`src/rtl/mem_responder.sv`:
```
// ---------------------------------------------------------------------------
// mem_responder
//   Responder end of the per-thread LSU memory interface. Collects read and
//   write requests from NUM_CONSUMERS LSU ports and forwards them to
//   NUM_CHANNELS external memory channels. Each channel is granted
//   round-robin across consumers.
//
// Handshake (identical on both sides, 4-phase):
//   requester raises valid with address/data -> responder eventually raises
//   ready (with read data) -> requester drops valid -> responder drops ready.
//   Address/data are sampled once at grant; later changes are ignored.
//
// Ports:
//   clk, reset                 clock, synchronous active-high reset
//   consumer_read_*            per-consumer read request / ready / data
//   consumer_write_*           per-consumer write request / ready
//   mem_read_*                 per-channel read request to memory
//   mem_write_*                per-channel write request to memory
//   debug_channel_state        3 bits of FSM state per channel (ch0 in LSBs)
// ---------------------------------------------------------------------------
module mem_responder #(
  parameter int ADDR_BITS     = 8,
  parameter int DATA_BITS     = 8,
  parameter int NUM_CONSUMERS = 4,
  parameter int NUM_CHANNELS  = 1
) (
  input  logic                      clk,
  input  logic                      reset,
  input  logic [NUM_CONSUMERS-1:0]  consumer_read_valid,
  input  logic [ADDR_BITS-1:0]      consumer_read_address  [NUM_CONSUMERS],
  output logic [NUM_CONSUMERS-1:0]  consumer_read_ready,
  output logic [DATA_BITS-1:0]      consumer_read_data     [NUM_CONSUMERS],
  input  logic [NUM_CONSUMERS-1:0]  consumer_write_valid,
  input  logic [ADDR_BITS-1:0]      consumer_write_address [NUM_CONSUMERS],
  input  logic [DATA_BITS-1:0]      consumer_write_data    [NUM_CONSUMERS],
  output logic [NUM_CONSUMERS-1:0]  consumer_write_ready,
  output logic [NUM_CHANNELS-1:0]   mem_read_valid,
  output logic [ADDR_BITS-1:0]      mem_read_address       [NUM_CHANNELS],
  input  logic [NUM_CHANNELS-1:0]   mem_read_ready,
  input  logic [DATA_BITS-1:0]      mem_read_data          [NUM_CHANNELS],
  output logic [NUM_CHANNELS-1:0]   mem_write_valid,
  output logic [ADDR_BITS-1:0]      mem_write_address      [NUM_CHANNELS],
  output logic [DATA_BITS-1:0]      mem_write_data         [NUM_CHANNELS],
  input  logic [NUM_CHANNELS-1:0]   mem_write_ready,
  output logic [3*NUM_CHANNELS-1:0] debug_channel_state
);

  localparam int CW = (NUM_CONSUMERS > 1) ? $clog2(NUM_CONSUMERS) : 1;

  localparam logic [2:0] IDLE           = 3'd0;
  localparam logic [2:0] READ_WAITING   = 3'd1;
  localparam logic [2:0] WRITE_WAITING  = 3'd2;
  localparam logic [2:0] READ_RELAYING  = 3'd3;
  localparam logic [2:0] WRITE_RELAYING = 3'd4;

  logic [2:0]               r_state   [NUM_CHANNELS];
  logic [CW-1:0]            r_owner   [NUM_CHANNELS];
  logic [CW-1:0]            r_rr_ptr  [NUM_CHANNELS];
  logic [NUM_CONSUMERS-1:0] r_claimed;

  logic [NUM_CHANNELS-1:0]  r_mem_read_valid;
  logic [ADDR_BITS-1:0]     r_mem_read_address  [NUM_CHANNELS];
  logic [NUM_CHANNELS-1:0]  r_mem_write_valid;
  logic [ADDR_BITS-1:0]     r_mem_write_address [NUM_CHANNELS];
  logic [DATA_BITS-1:0]     r_mem_write_data    [NUM_CHANNELS];
  logic [NUM_CONSUMERS-1:0] r_cons_read_ready;
  logic [DATA_BITS-1:0]     r_cons_read_data    [NUM_CONSUMERS];
  logic [NUM_CONSUMERS-1:0] r_cons_write_ready;

  // Grant decisions for channels currently IDLE.
  logic [NUM_CONSUMERS-1:0] w_taken;
  logic [NUM_CHANNELS-1:0]  w_grant;
  logic [NUM_CHANNELS-1:0]  w_grant_read;
  logic [CW-1:0]            w_grant_idx [NUM_CHANNELS];

  // Channels resolve in ascending order; w_taken accumulates consumers that
  // are already claimed or were just picked by a lower channel, so no
  // consumer can be granted twice in the same cycle.
  always_comb begin : grant_scan
    int            idx;
    logic [CW-1:0] cidx;
    idx          = 0;
    cidx         = '0;
    w_taken      = r_claimed;
    w_grant      = '0;
    w_grant_read = '0;
    for (int ch = 0; ch < NUM_CHANNELS; ch++) begin
      w_grant_idx[ch] = '0;
    end
    for (int ch = 0; ch < NUM_CHANNELS; ch++) begin
      if (r_state[ch] == IDLE) begin
        for (int k = 0; k < NUM_CONSUMERS; k++) begin
          idx = int'(r_rr_ptr[ch]) + k;
          if (idx >= NUM_CONSUMERS) idx = idx - NUM_CONSUMERS;
          cidx = CW'(idx);
          if (!w_grant[ch] && !w_taken[cidx] &&
              (consumer_read_valid[cidx] || consumer_write_valid[cidx])) begin
            w_grant[ch]      = 1'b1;
            w_grant_idx[ch]  = cidx;
            // Read wins when a consumer presents both.
            w_grant_read[ch] = consumer_read_valid[cidx];
          end
        end
        if (w_grant[ch]) w_taken[w_grant_idx[ch]] = 1'b1;
      end
    end
  end

  always_ff @(posedge clk) begin
    if (reset) begin
      r_claimed          <= '0;
      r_mem_read_valid   <= '0;
      r_mem_write_valid  <= '0;
      r_cons_read_ready  <= '0;
      r_cons_write_ready <= '0;
      for (int ch = 0; ch < NUM_CHANNELS; ch++) begin
        r_state[ch]             <= IDLE;
        r_owner[ch]             <= '0;
        r_rr_ptr[ch]            <= '0;
        r_mem_read_address[ch]  <= '0;
        r_mem_write_address[ch] <= '0;
        r_mem_write_data[ch]    <= '0;
      end
      for (int c = 0; c < NUM_CONSUMERS; c++) begin
        r_cons_read_data[c] <= '0;
      end
    end else begin
      for (int ch = 0; ch < NUM_CHANNELS; ch++) begin
        case (r_state[ch])
          IDLE: begin
            if (w_grant[ch]) begin
              r_claimed[w_grant_idx[ch]] <= 1'b1;
              r_owner[ch]                <= w_grant_idx[ch];
              r_rr_ptr[ch] <= (w_grant_idx[ch] == CW'(NUM_CONSUMERS - 1)) ?
                              '0 : w_grant_idx[ch] + 1'b1;
              if (w_grant_read[ch]) begin
                r_mem_read_valid[ch]   <= 1'b1;
                r_mem_read_address[ch] <= consumer_read_address[w_grant_idx[ch]];
                r_state[ch]            <= READ_WAITING;
              end else begin
                r_mem_write_valid[ch]   <= 1'b1;
                r_mem_write_address[ch] <= consumer_write_address[w_grant_idx[ch]];
                r_mem_write_data[ch]    <= consumer_write_data[w_grant_idx[ch]];
                r_state[ch]             <= WRITE_WAITING;
              end
            end
          end
          READ_WAITING: begin
            if (mem_read_ready[ch]) begin
              r_mem_read_valid[ch]              <= 1'b0;
              r_cons_read_data[r_owner[ch]]     <= mem_read_data[ch];
              r_cons_read_ready[r_owner[ch]]    <= 1'b1;
              r_state[ch]                       <= READ_RELAYING;
            end
          end
          WRITE_WAITING: begin
            if (mem_write_ready[ch]) begin
              r_mem_write_valid[ch]           <= 1'b0;
              r_cons_write_ready[r_owner[ch]] <= 1'b1;
              r_state[ch]                     <= WRITE_RELAYING;
            end
          end
          READ_RELAYING: begin
            if (!consumer_read_valid[r_owner[ch]]) begin
              r_cons_read_ready[r_owner[ch]] <= 1'b0;
              r_claimed[r_owner[ch]]         <= 1'b0;
              r_state[ch]                    <= IDLE;
            end
          end
          WRITE_RELAYING: begin
            if (!consumer_write_valid[r_owner[ch]]) begin
              r_cons_write_ready[r_owner[ch]] <= 1'b0;
              r_claimed[r_owner[ch]]          <= 1'b0;
              r_state[ch]                     <= IDLE;
            end
          end
          default: r_state[ch] <= IDLE;
        endcase
      end
    end
  end

  assign mem_read_valid       = r_mem_read_valid;
  assign mem_read_address     = r_mem_read_address;
  assign mem_write_valid      = r_mem_write_valid;
  assign mem_write_address    = r_mem_write_address;
  assign mem_write_data       = r_mem_write_data;
  assign consumer_read_ready  = r_cons_read_ready;
  assign consumer_read_data   = r_cons_read_data;
  assign consumer_write_ready = r_cons_write_ready;

  always_comb begin
    debug_channel_state = '0;
    for (int ch = 0; ch < NUM_CHANNELS; ch++) begin
      debug_channel_state[ch*3 +: 3] = r_state[ch];
    end
  end

endmodule

```
`config.mk`:
```
export PLATFORM = sky130hd
export DESIGN_NAME = mem_responder
export DESIGN_NICKNAME = d
export VERILOG_FILES = /design/src/rtl/mem_responder.sv
export SDC_FILE = /design/constraint.sdc
export NUM_CORES = 1
export LEC_CHECK = 0
export ABC_AREA = 1
export BUFFER_PORTS_ARGS = -buffer_cell sky130_fd_sc_hd__clkbuf_2
export CORE_ASPECT_RATIO = 0.8
export CORE_MARGIN = 2
export CORE_UTILIZATION = 50
export DETAILED_ROUTE_END_ITERATION = 12
export PLACE_DENSITY = 0.81
export SYNTH_ARGS = -nofsm -noshare
export SYNTH_HDL_FRONTEND = slang
export SYNTH_SLANG_ARGS = --single-unit
```
`constraint.sdc`:
```
create_clock -name clk -period 3.24 [get_ports clk]
set_input_delay 0.324 -clock clk [delete_from_list [all_inputs] [get_ports clk]]
set_output_delay 0.324 -clock clk [all_outputs]
set_load 0.05 [all_outputs]
```
# Word level (Yosys, flattened, before mapping)

Memory sizes are Yosys's and may differ from the RTL's.
Index checks and enable logic that the tools add are counted.

Register bits after elaboration: 70
Latch bits: 0
Bits in writable memories: 7
Bits in read-only memories: 0
Input port bits: 116
Word-level logic and storage cells: 247
Memories: 3

Add/subtract/negate cells: 8
Multipliers: 0
Div/mod/pow operators: 0
Magnitude comparators: 15
Equal/unequal tests: 12
Shift operators: 0
Muxes and demuxes: 142
Bitwise operators: 10
Reduce and logical (&&, ||, !) cells: 45

Memories:

| memory   | depth | bits a word | rd ports | clocked after Yosys merged registers in | wr ports | RTL line | text |
|---|---|---|---|---|---|---|---|
| r_state  | 1     | 3           | 1        | 0                                       | 1        | 56       | `logic [2:0] r_state [NUM_CHANNELS];` |
| r_owner  | 1     | 2           | 1        | 0                                       | 1        | 57       | `logic [CW-1:0] r_owner [NUM_CHANNELS];` |
| r_rr_ptr | 1     | 2           | 1        | 0                                       | 1        | 58       | `logic [CW-1:0] r_rr_ptr [NUM_CHANNELS];` |

Operator list:

| cell                                               | number |
|---|---|
| two-way mux 1 bit                                  | 79 |
| two-way mux 8 bit                                  | 7 |
| binary-select mux 8 bit (select 2 bit)             | 3 |
| bitwise mux 32 bit                                 | 1 |
| two-way mux 2 bit                                  | 16 |
| binary-select mux 1 bit (select 2 bit)             | 14 |
| two-way mux 4 bit                                  | 7 |
| two-way mux 3 bit                                  | 7 |
| OR reduction 3 bit                                 | 7 |
| < comparator 2 x 3 -> 1 bit, second input constant | 6 |
| demux 8 bit (select 2 bit)                         | 1 |
| one-hot mux 4 bit (2 select lines)                 | 2 |
| >= comparator 3 bit, second input constant         | 5 |
| inequality test 2 bit, second input constant       | 7 |
| bitwise AND 4 bit                                  | 3 |
| OR 4 bit                                           | 3 |
| one-hot mux 4 bit (3 select lines)                 | 1 |
| AND reduction 3 bit                                | 4 |
| AND reduction 4 bit                                | 3 |
| logical AND 1 bit                                  | 10 |
| nonzero test 2 bit                                 | 4 |
| subtractor 2 x 1 -> 2 bit, second input constant   | 4 |
| zero test 1 bit                                    | 7 |
| adder 2 x 2 -> 3 bit, second input constant        | 2 |
| 20 further kinds                                   | 29 |

# Longest topological paths before layout

Gate-level depths: netlist of the first run.
An unclocked memory read counts as a cell.

Word-level depth: 38
Mapped depth: 22
Depth with buffers taken out: 19

# Worst setup path before layout of the first run

OpenSTA, ideal clock, no wires.

Kind: register to register
From: memory r_state[0][1]
To: register r_claimed[0]
Library setup time: 132 ps
Arrival: 2,335 ps
Setup slack: 773 ps
Cell stages (with the launch flop): 13
Buffers on the path: 1
Cells stage by stage: edfxtp_1 nor2_1 inv_1 nor2_1 inv_1 a21oi_2 nand2_2 buf_2 ha_1 o21ai_0 o21ai_0 nand3_1 a21oi_1

Longest elaborated chain between the ends: 10

RTL lines:

| item                                                                                                     | RTL line | text |
|---|---|---|
| start, declared                                                                                          | 56       |  |
| memory (1 x 3 bit) (*)                                                                                   | -        |  |
| zero test 3 bit                                                                                          | 129      | `case (r_state[ch])` |
| two-way mux 2 bit                                                                                        | 91       | `if (r_state[ch] == IDLE) begin` |
| < comparator 2 x 3 -> 1 bit (implied by the code) / >= comparator 2 x 1 -> 1 bit (equally long branches) | 132      | `r_claimed[w_grant_idx[ch]] <= 1'b1;` |
| logical AND 1 bit (implied by the code)                                                                  | 132      |  |
| two-way mux 1 bit (implied by the code)                                                                  | 132      |  |
| demux 1 bit (select 2 bit)                                                                               | 132      |  |
| OR 4 bit (no source line)                                                                                | -        |  |
| two-way mux 4 bit                                                                                        | 131      | `if (w_grant[ch]) begin` |
| one-hot mux 4 bit (3 select lines)                                                                       | 129      |  |
| end signal, assigned by index                                                                            | 132      |  |
| end signal, assigned by index                                                                            | 166      | `r_claimed[r_owner[ch]] <= 1'b0;` |
| end signal, assigned by index                                                                            | 173      | `r_claimed[r_owner[ch]] <= 1'b0;` |
| end, declared                                                                                            | 59       | `logic [NUM_CONSUMERS-1:0] r_claimed;` |

Every way passes the cells marked *; elsewhere a longest branch is shown, timed or not. The select of a mux whose other input is x is not followed.
A chain may end at the register's enable or synchronous reset.

==> results of run 1 <==
-- synthesized netlist by cell type (2+ instances only) --
cell      number
o22ai_1        2
nand2_4        2
a21oi_1       52
nand3_1      113
nor2_4         2
o21ai_0       26
clkinv_1       2
nand2_2       10
inv_1        107
clkbuf_1      10
inv_2          3
a221oi_1       3
a21oi_2       10
dfxtp_1       70
nor2_1        46
nand3_2        3
nand3b_1      25
buf_2         11
edfxtp_1       7
buf_4          6
inv_4          2
o21ai_2        2
ha_1           4
buf_6          9
nand2_1      236
-- worst max-delay path, delay by kind of cell, from the launching register on --
family | cells | cell delay, ps
compound gates | 4 | 500
flops | 1 | 580
fa+ha+maj | 1 | 200
buf+inv | 3 | 370
simple gates | 9 | 960
-- worst max-delay path by stage --
stage	to	slack, ps	depth (start not counted)
after floorplan	r_claimed[0]$_SDFFE_PP0P_	770	12
after global placement	r_claimed[1]$_SDFFE_PP0P_	490	17
after detailed placement	r_claimed[1]$_SDFFE_PP0P_	390	17
after CTS	r_claimed[1]$_SDFFE_PP0P_	350	17
after global routing	r_claimed[1]$_SDFFE_PP0P_	140	17
final	r_claimed[1]$_SDFFE_PP0P_	480	17
-- power by group --
group	total (mW)	internal [mW]	switching (mW)
clock	1.01	0.547	0.461
combinational	4.66	1.39	3.27
sequential	1.32	1.19	0.133
-- placed cells by master (no fill, tap or decap), types with 3 or more instances in the layout --
cell / count
a21oi_2: 9
nand3b_1: 25
inv_2: 3
a221oi_1: 3
clkbuf_2: 184
ha_1: 4
nand3_1: 113
inv_1: 107
edfxtp_1: 7
a21oi_1: 52
clkbuf_16: 9
nor2_1: 46
nand3_2: 3
buf_4: 17
inv_8: 3
nand2_1: 236
o21ai_0: 26
nand2_2: 10
dfxtp_1: 70
-- cell type report --
| class | instances | area share, % |
|---|---|---|
| Inverter | 114 | 7.01 |
| Sequential cell | 77 | 26.1 |
| Clock inverter | 7 | 1.22 |
| Multi-Input combinational cell | 544 | 42.3 |
| Timing Repair Buffer | 202 | 17.3 |
| Tap cell | 119 | 2.41 |
| Clock buffer | 9 | 3.65 |
-- cell families (layout without fill, tap and decap cells) --
kind of cell               Yosys count  in the layout  share of synthesized area, %
DFF                                 77             77                          32.9
buffers and inverters              151            332                          13.8
and+or+nand+nor                    441            441                          40.7
adders and majority gates            4              4                          1.02
AOI/OAI and AO/OA                   99             99                          11.5
-- metrics by stage --
stage | hold slack (ps) | setup WS (ps) | power, mW
after global routing | 283 | 139 | 7.63
after floorplan | 459 | 773 | 5.06
after global placement | 451 | 489 | 5.88
after CTS | 274 | 346 | 6.95
after detailed placement | 457 | 388 | 5.92
final | 282 | 479 | 6.99
-- what timing repair did --
action                     CTS  global route
hold buffers                 0             0
setup endpoints to repair    0             1
buffers inserted             0             5
gates resized for setup      0             0
hold endpoints to repair     0             0
-- per-layer routing --
layer | global-route usage (%) | part of all wire [%] | up-vias
met3 | 5.17 | 6.8 | 25
li1 | - | - | 2804
met1 | 37.1 | 45 | 2503
met4 | 8.74 | 1.9 | 0
met2 | 42.5 | 46 | 186
met5 | 0 | 0 | -
==> flow_summary.yaml, run 1 <==
floorplan:
  die_area_mm2: 0.0106
  start_util_pct: 51.1
  die_height_um: 92.5
  rows: 32
  die_w_um: 115
  coreArea_mm2: 0.00957
  ioPinCount: 185
placed_design:
  dp.cells: 1051
  portBuffers: 184
  place_congestion: 0.940
  dp_hpwl_mm: 10.5
  post_dp_cell_area_mm2: 0.00584
yosys:
  synthFlopType: "dfxtp_1"
  synth_edf_count: 7
  syn_inst: 772
  synth_cell_type_count: 34
  synth_seq_cells: 77
  ys_warn_count: 0
  netlist_area_mm2: 0.00489
  seq_area_frac_synth_pct: 32.9
  syn_nets: 892
  synth.area.top_cells: "dfxtp_1 29%, nand2_1 18%, nand3_1 12%"
  synth-async-reset-ratio_pct: 0
  syn_avg_cell_area_um2: 6.34
  synth_top_cell_by_area: "dfxtp_1"
  yosysTopAreaCellShare_pct: 28.6
job:
  max_cap_violations: 0
clocking:
  clockBufferDepth: 2
  path_clk_slew_ps: 60
  clock_sinks: 77
  root_buffer: "clkbuf_16"
  worstSkewPairLatency_ps: 340
  cts_buffers: 9
  cts_tree: "yes"
  cts_max_level: 3
hold_path:
  hold-path-endpoint: "consumer_read_data[25]$_SDFFE_PP0P_"
  hp-class: "in2reg"
  hp-start: "mem_read_data[1]"
  min_path_cells: 3
worst_setup_path:
  r2r-end: "r_claimed[1]$_SDFFE_PP0P_"
  cp.arrival_ps: 2950
  worstRegToRegCells: 17
  rrSetupSlack_ps: 480
  cpPeakStageDelay_ps: 580
  critical_path.endpoint_type: "register"
  rr_startpoint: "r_rr_ptr[0][1]$_SDFFCE_PP0P_"
  crit_chain: "inv_4 -> nand2_1 -> nand2_1 -> nand2_1 -> nand2_1 -> nand2_1 -> nand2_2 -> inv_1 -> a21oi_1 -> nand2_2 -> nand2_2 -> inv_1 -> ha_1 -> o21ai_0 -> o21ai_0 -> nand3_1 -> a21oi_1"
  worstSetupPathType: "reg2reg"
  startpoint_type: "register"
  required_ps: 3430
  path_max_fanout: 10
  critical_path.startpoint: "r_rr_ptr[0][1]$_SDFFCE_PP0P_"
  critPathSlowestCell: "edfxtp_1"
  cp_common_cell: "nand2_1"
cells_and_area:
  fillerInstances: 919
  area_delta_synth_final_pct: 26.2
  fin_cells: 1072
  layout.nets: 1068
  multi_input_area_mm2: 0.00261
  regArea_mm2: 0.00161
  design_area_mm2: 0.00617
  diodes: 0
  layout-drive-gt1-share_pct: 26.7
  utilization_pct: 64.5
global_route:
  grt_first_pass_wirelength_mm: 23.0
  antenna_found_initial: 0
  overflow: 0
  grt.total_usage_pct: 26.9
  grt_max_degree: 47
  grt_pass1_vias: 4893
routing:
  ant_nets: 0
  wl_per_cell_um: 13.1
  drc: 0
  dr_total_vias: 5518
  drtPass1Iterations: 5
  drt_iter0_markers: 312
  routed_wl_mm: 14.0
  viasPerCell: 5.15
power:
  p_per_area_mw_per_mm2: 1130
  ir_worst_vdd_mv: 0.716
  leakage_nw: 3.32
sta:
  drv_slew: 0
  skew_ps: 11.4
  setup_viol: 0
  setup_tns_ps: 0
  slew_headroom_pct: 60.2
  period_minus_slack_ps: 2760
  fmax_mhz: 362
  hold_violations: 0
  min_period_over_period_pct: 85.2
  tightestPinTransition_ps: 597
  rsz0062_at_grt: "no"
status:
  outcome: "finished clean"
Power figures use the tool's default switching activity.
==> run 2: changes to the inputs <==
- ABC_AREA: 1 -> 0
- CORE_UTILIZATION: 50 -> 48
- PLACE_DENSITY: 0.81 -> 0.8
==> run 2 against run 1 <==
Flip-flop and latch count did not move. Worst setup slack got worse by 370 ps. Combinational power fell by 26%. Maximum frequency fell by 12%. Critical path type unchanged. Hold slack got worse by 30 ps. Critical endpoint is now r_rr_ptr[0][1]$_SDFFCE_PP0P_.
==> flow_summary.yaml, run 2 <==
status:
  outcome: "finished clean"
cells_and_area:
  layout-drive-gt1-share_pct: 37.1
  utilization_pct: 66.5
  area_delta_synth_final_pct: 32.9
  layout.nets: 787
  final_cell_mix: "184 x clkbuf_2, 70 x dfxtp_1, 53 x mux2i_1"
  fin_cells: 784
  diodes: 0
  final_common_cell: "clkbuf_2"
  design_area_mm2: 0.00574
yosys:
  syn_nets: 600
  netlist_area_mm2: 0.00432
  synthFlopType: "dfxtp_1"
  synth_seq_cells: 77
  ys_warn_count: 0
  synth_cell_type_count: 59
  synthTopCellsByCount: "70 x dfxtp_1, 53 x mux2i_1, 52 x nand2_1, 49 x nor2_1, 24 x a21boi_0"
  synth_top_cell_by_area: "dfxtp_1"
  seq_area_frac_synth_pct: 37.3
  synth_edf_count: 7
  synth.area.top_cells: "dfxtp_1 32%, mux2i_1 12%, edfxtp_1 4.9%"
  yosysMostFrequentCell: "dfxtp_1"
  syn_inst: 480
  yosysTopAreaCellShare_pct: 32.4
  synth-async-reset-ratio_pct: 0
  syn_avg_cell_area_um2: 9.01
clocking:
  clock_sinks: 77
  cts_buffers: 9
  cts_tree: "yes"
  root_buffer: "clkbuf_16"
  path_clk_slew_ps: 70
  clockBufferDepth: 2
  ctsHoldBuffers: 0
  cts_max_level: 3
  worstSkewPairLatency_ps: 350
placed_design:
  place_congestion: 0.847
  dp_hpwl_mm: 9.88
  portBuffers: 184
  post_dp_cell_area_mm2: 0.00539
  dp.cells: 764
  dpl_worst_slack_ps: -93.6
routing:
  drt_iter0_markers: 268
  routed_wl_mm: 13.2
  wl_per_cell_um: 16.8
  drc: 0
  dr_total_vias: 4450
  drtPass1Iterations: 4
  ant_nets: 0
  viasPerCell: 5.68
global_route:
  grt_first_pass_wirelength_mm: 20.3
  grt_max_degree: 56
  grt.total_usage_pct: 26.9
  grt_pass1_vias: 4256
  antenna_found_initial: 0
  overflow: 0
sta:
  period_minus_slack_ps: 3130
  whs_ps: 251
  setup_viol: 0
  slew_headroom_pct: 35.8
  drv_slew: 0
  skew_ps: 6.15
  setup_tns_ps: 0
  min_period_over_period_pct: 96.6
  hold_violations: 0
  fmax_mhz: 320
  finalWorstSetupSlack_ps: 111
  rsz0062_at_grt: "no"
  tightestPinTransition_ps: 956
power:
  ir_worst_vdd_mv: 0.742
  leakage_nw: 2.63
  power_mw: 5.88
  p_per_area_mw_per_mm2: 1020
hold_path:
  hp-class: "in2reg"
  hp-start: "mem_read_data[2]"
worst_setup_path:
  required_ps: 3310
  critical_path.endpoint_type: "register"
  critical_path.startpoint: "r_rr_ptr[0][0]$_SDFFCE_PP0P_"
  startpoint_type: "register"
  cp.arrival_ps: 3200
  path_max_fanout: 6
  cpPeakStageDelay_ps: 510
  worstSetupPathType: "reg2reg"
  critPathSlowestCell: "mux4_2"
  crit_chain: "buf_4 -> mux4_2 -> o211ai_1 -> and2_2 -> a31oi_1 -> or3_4 -> a21o_1 -> ha_1 -> nor4b_2"
  rr_startpoint: "r_rr_ptr[0][0]$_SDFFCE_PP0P_"
  rrSetupSlack_ps: 110
floorplan:
  die_height_um: 88.9
  coreArea_mm2: 0.00863
  rows: 30
  start_util_pct: 50.1
  die_w_um: 110
  die_area_mm2: 0.00979
  ioPinCount: 185
job:
  max_cap_violations: 0
run 2: cell types whose count changed in the layout (fill, tap and decap cells not counted), sizes merged, moves of 8 or more:
cell and delta:
o211ai +17, nand3 -103, nand3b -24, nor2b +8
mux2i +53, a21oi -42, mux4 +9, a31oi +9
and3 +16, nand2 -195, inv -105, a21boi +24
run 2: per-layer routing:
metal | GRT usage, % | vias up | wire [um]
li1 | - | 2140 | -
met4 | 9.55 | 0 | 242
met1 | 34.9 | 2112 | 5580
met3 | 7.36 | 30 | 914
met2 | 43.3 | 168 | 6470
met5 | 0 | - | 0
run 2: timing repair:
item,4_1_cts,5_1_grt
gates resized for setup,0,5
setup endpoints to repair,16,19
buffers inserted,2,2
pin swaps,0,2
run 2: power breakdown:
part	total [mW]	internal [mW]	switching (mW)	leakage (nW)
clock	1.04	0.586	0.459	0.150
sequential	1.37	1.20	0.170	0.647
combinational	3.47	1.26	2.21	1.83
total	5.88	3.04	2.84	2.63
run 2: area by class of cell:
cell class                 count  area (um2)
tap                          112         140
clock buffer                  10         250
timing repair buffer         207        1120
multi-input combinational    363        2520
clock inverter                 6        58.8
inverter                       9        38.8
fill                         715        2890
sequential                    77        1610
run 2: critical path: cells and delay by family (launching register included):
kind / cells / cell delay (ps)
buf+inv: 1 / 170
flops: 1 / 370
simple gates: 3 / 860
mux: 1 / 510
compound gates: 3 / 620
fa+ha+maj: 1 / 330
run 2: kinds of logic (layout without fill, tap and decap cells):
family / Yosys count / count (layout) / share of synthesized area, %
multiplexers: 64 / 64 / 17.5
adder cells (fa/ha/maj): 4 / 4 / 1.16
buffers and inverters: 40 / 232 / 4.95
flip-flops: 77 / 77 / 37.3
AO/OA/AOI/OAI: 129 / 129 / 20.8
AND/OR/NAND/NOR: 166 / 166 / 18.4
run 2: final timing paths:
path                            depth (start not counted)                                   to
worst max-delay path                                    9         r_rr_ptr[0][1]$_SDFFCE_PP0P_
worst min-delay path                                    3  consumer_read_data[26]$_SDFFE_PP0P_
worst max register to register                          9         r_rr_ptr[0][1]$_SDFFCE_PP0P_
worst min register to register                          2  consumer_read_data[26]$_SDFFE_PP0P_
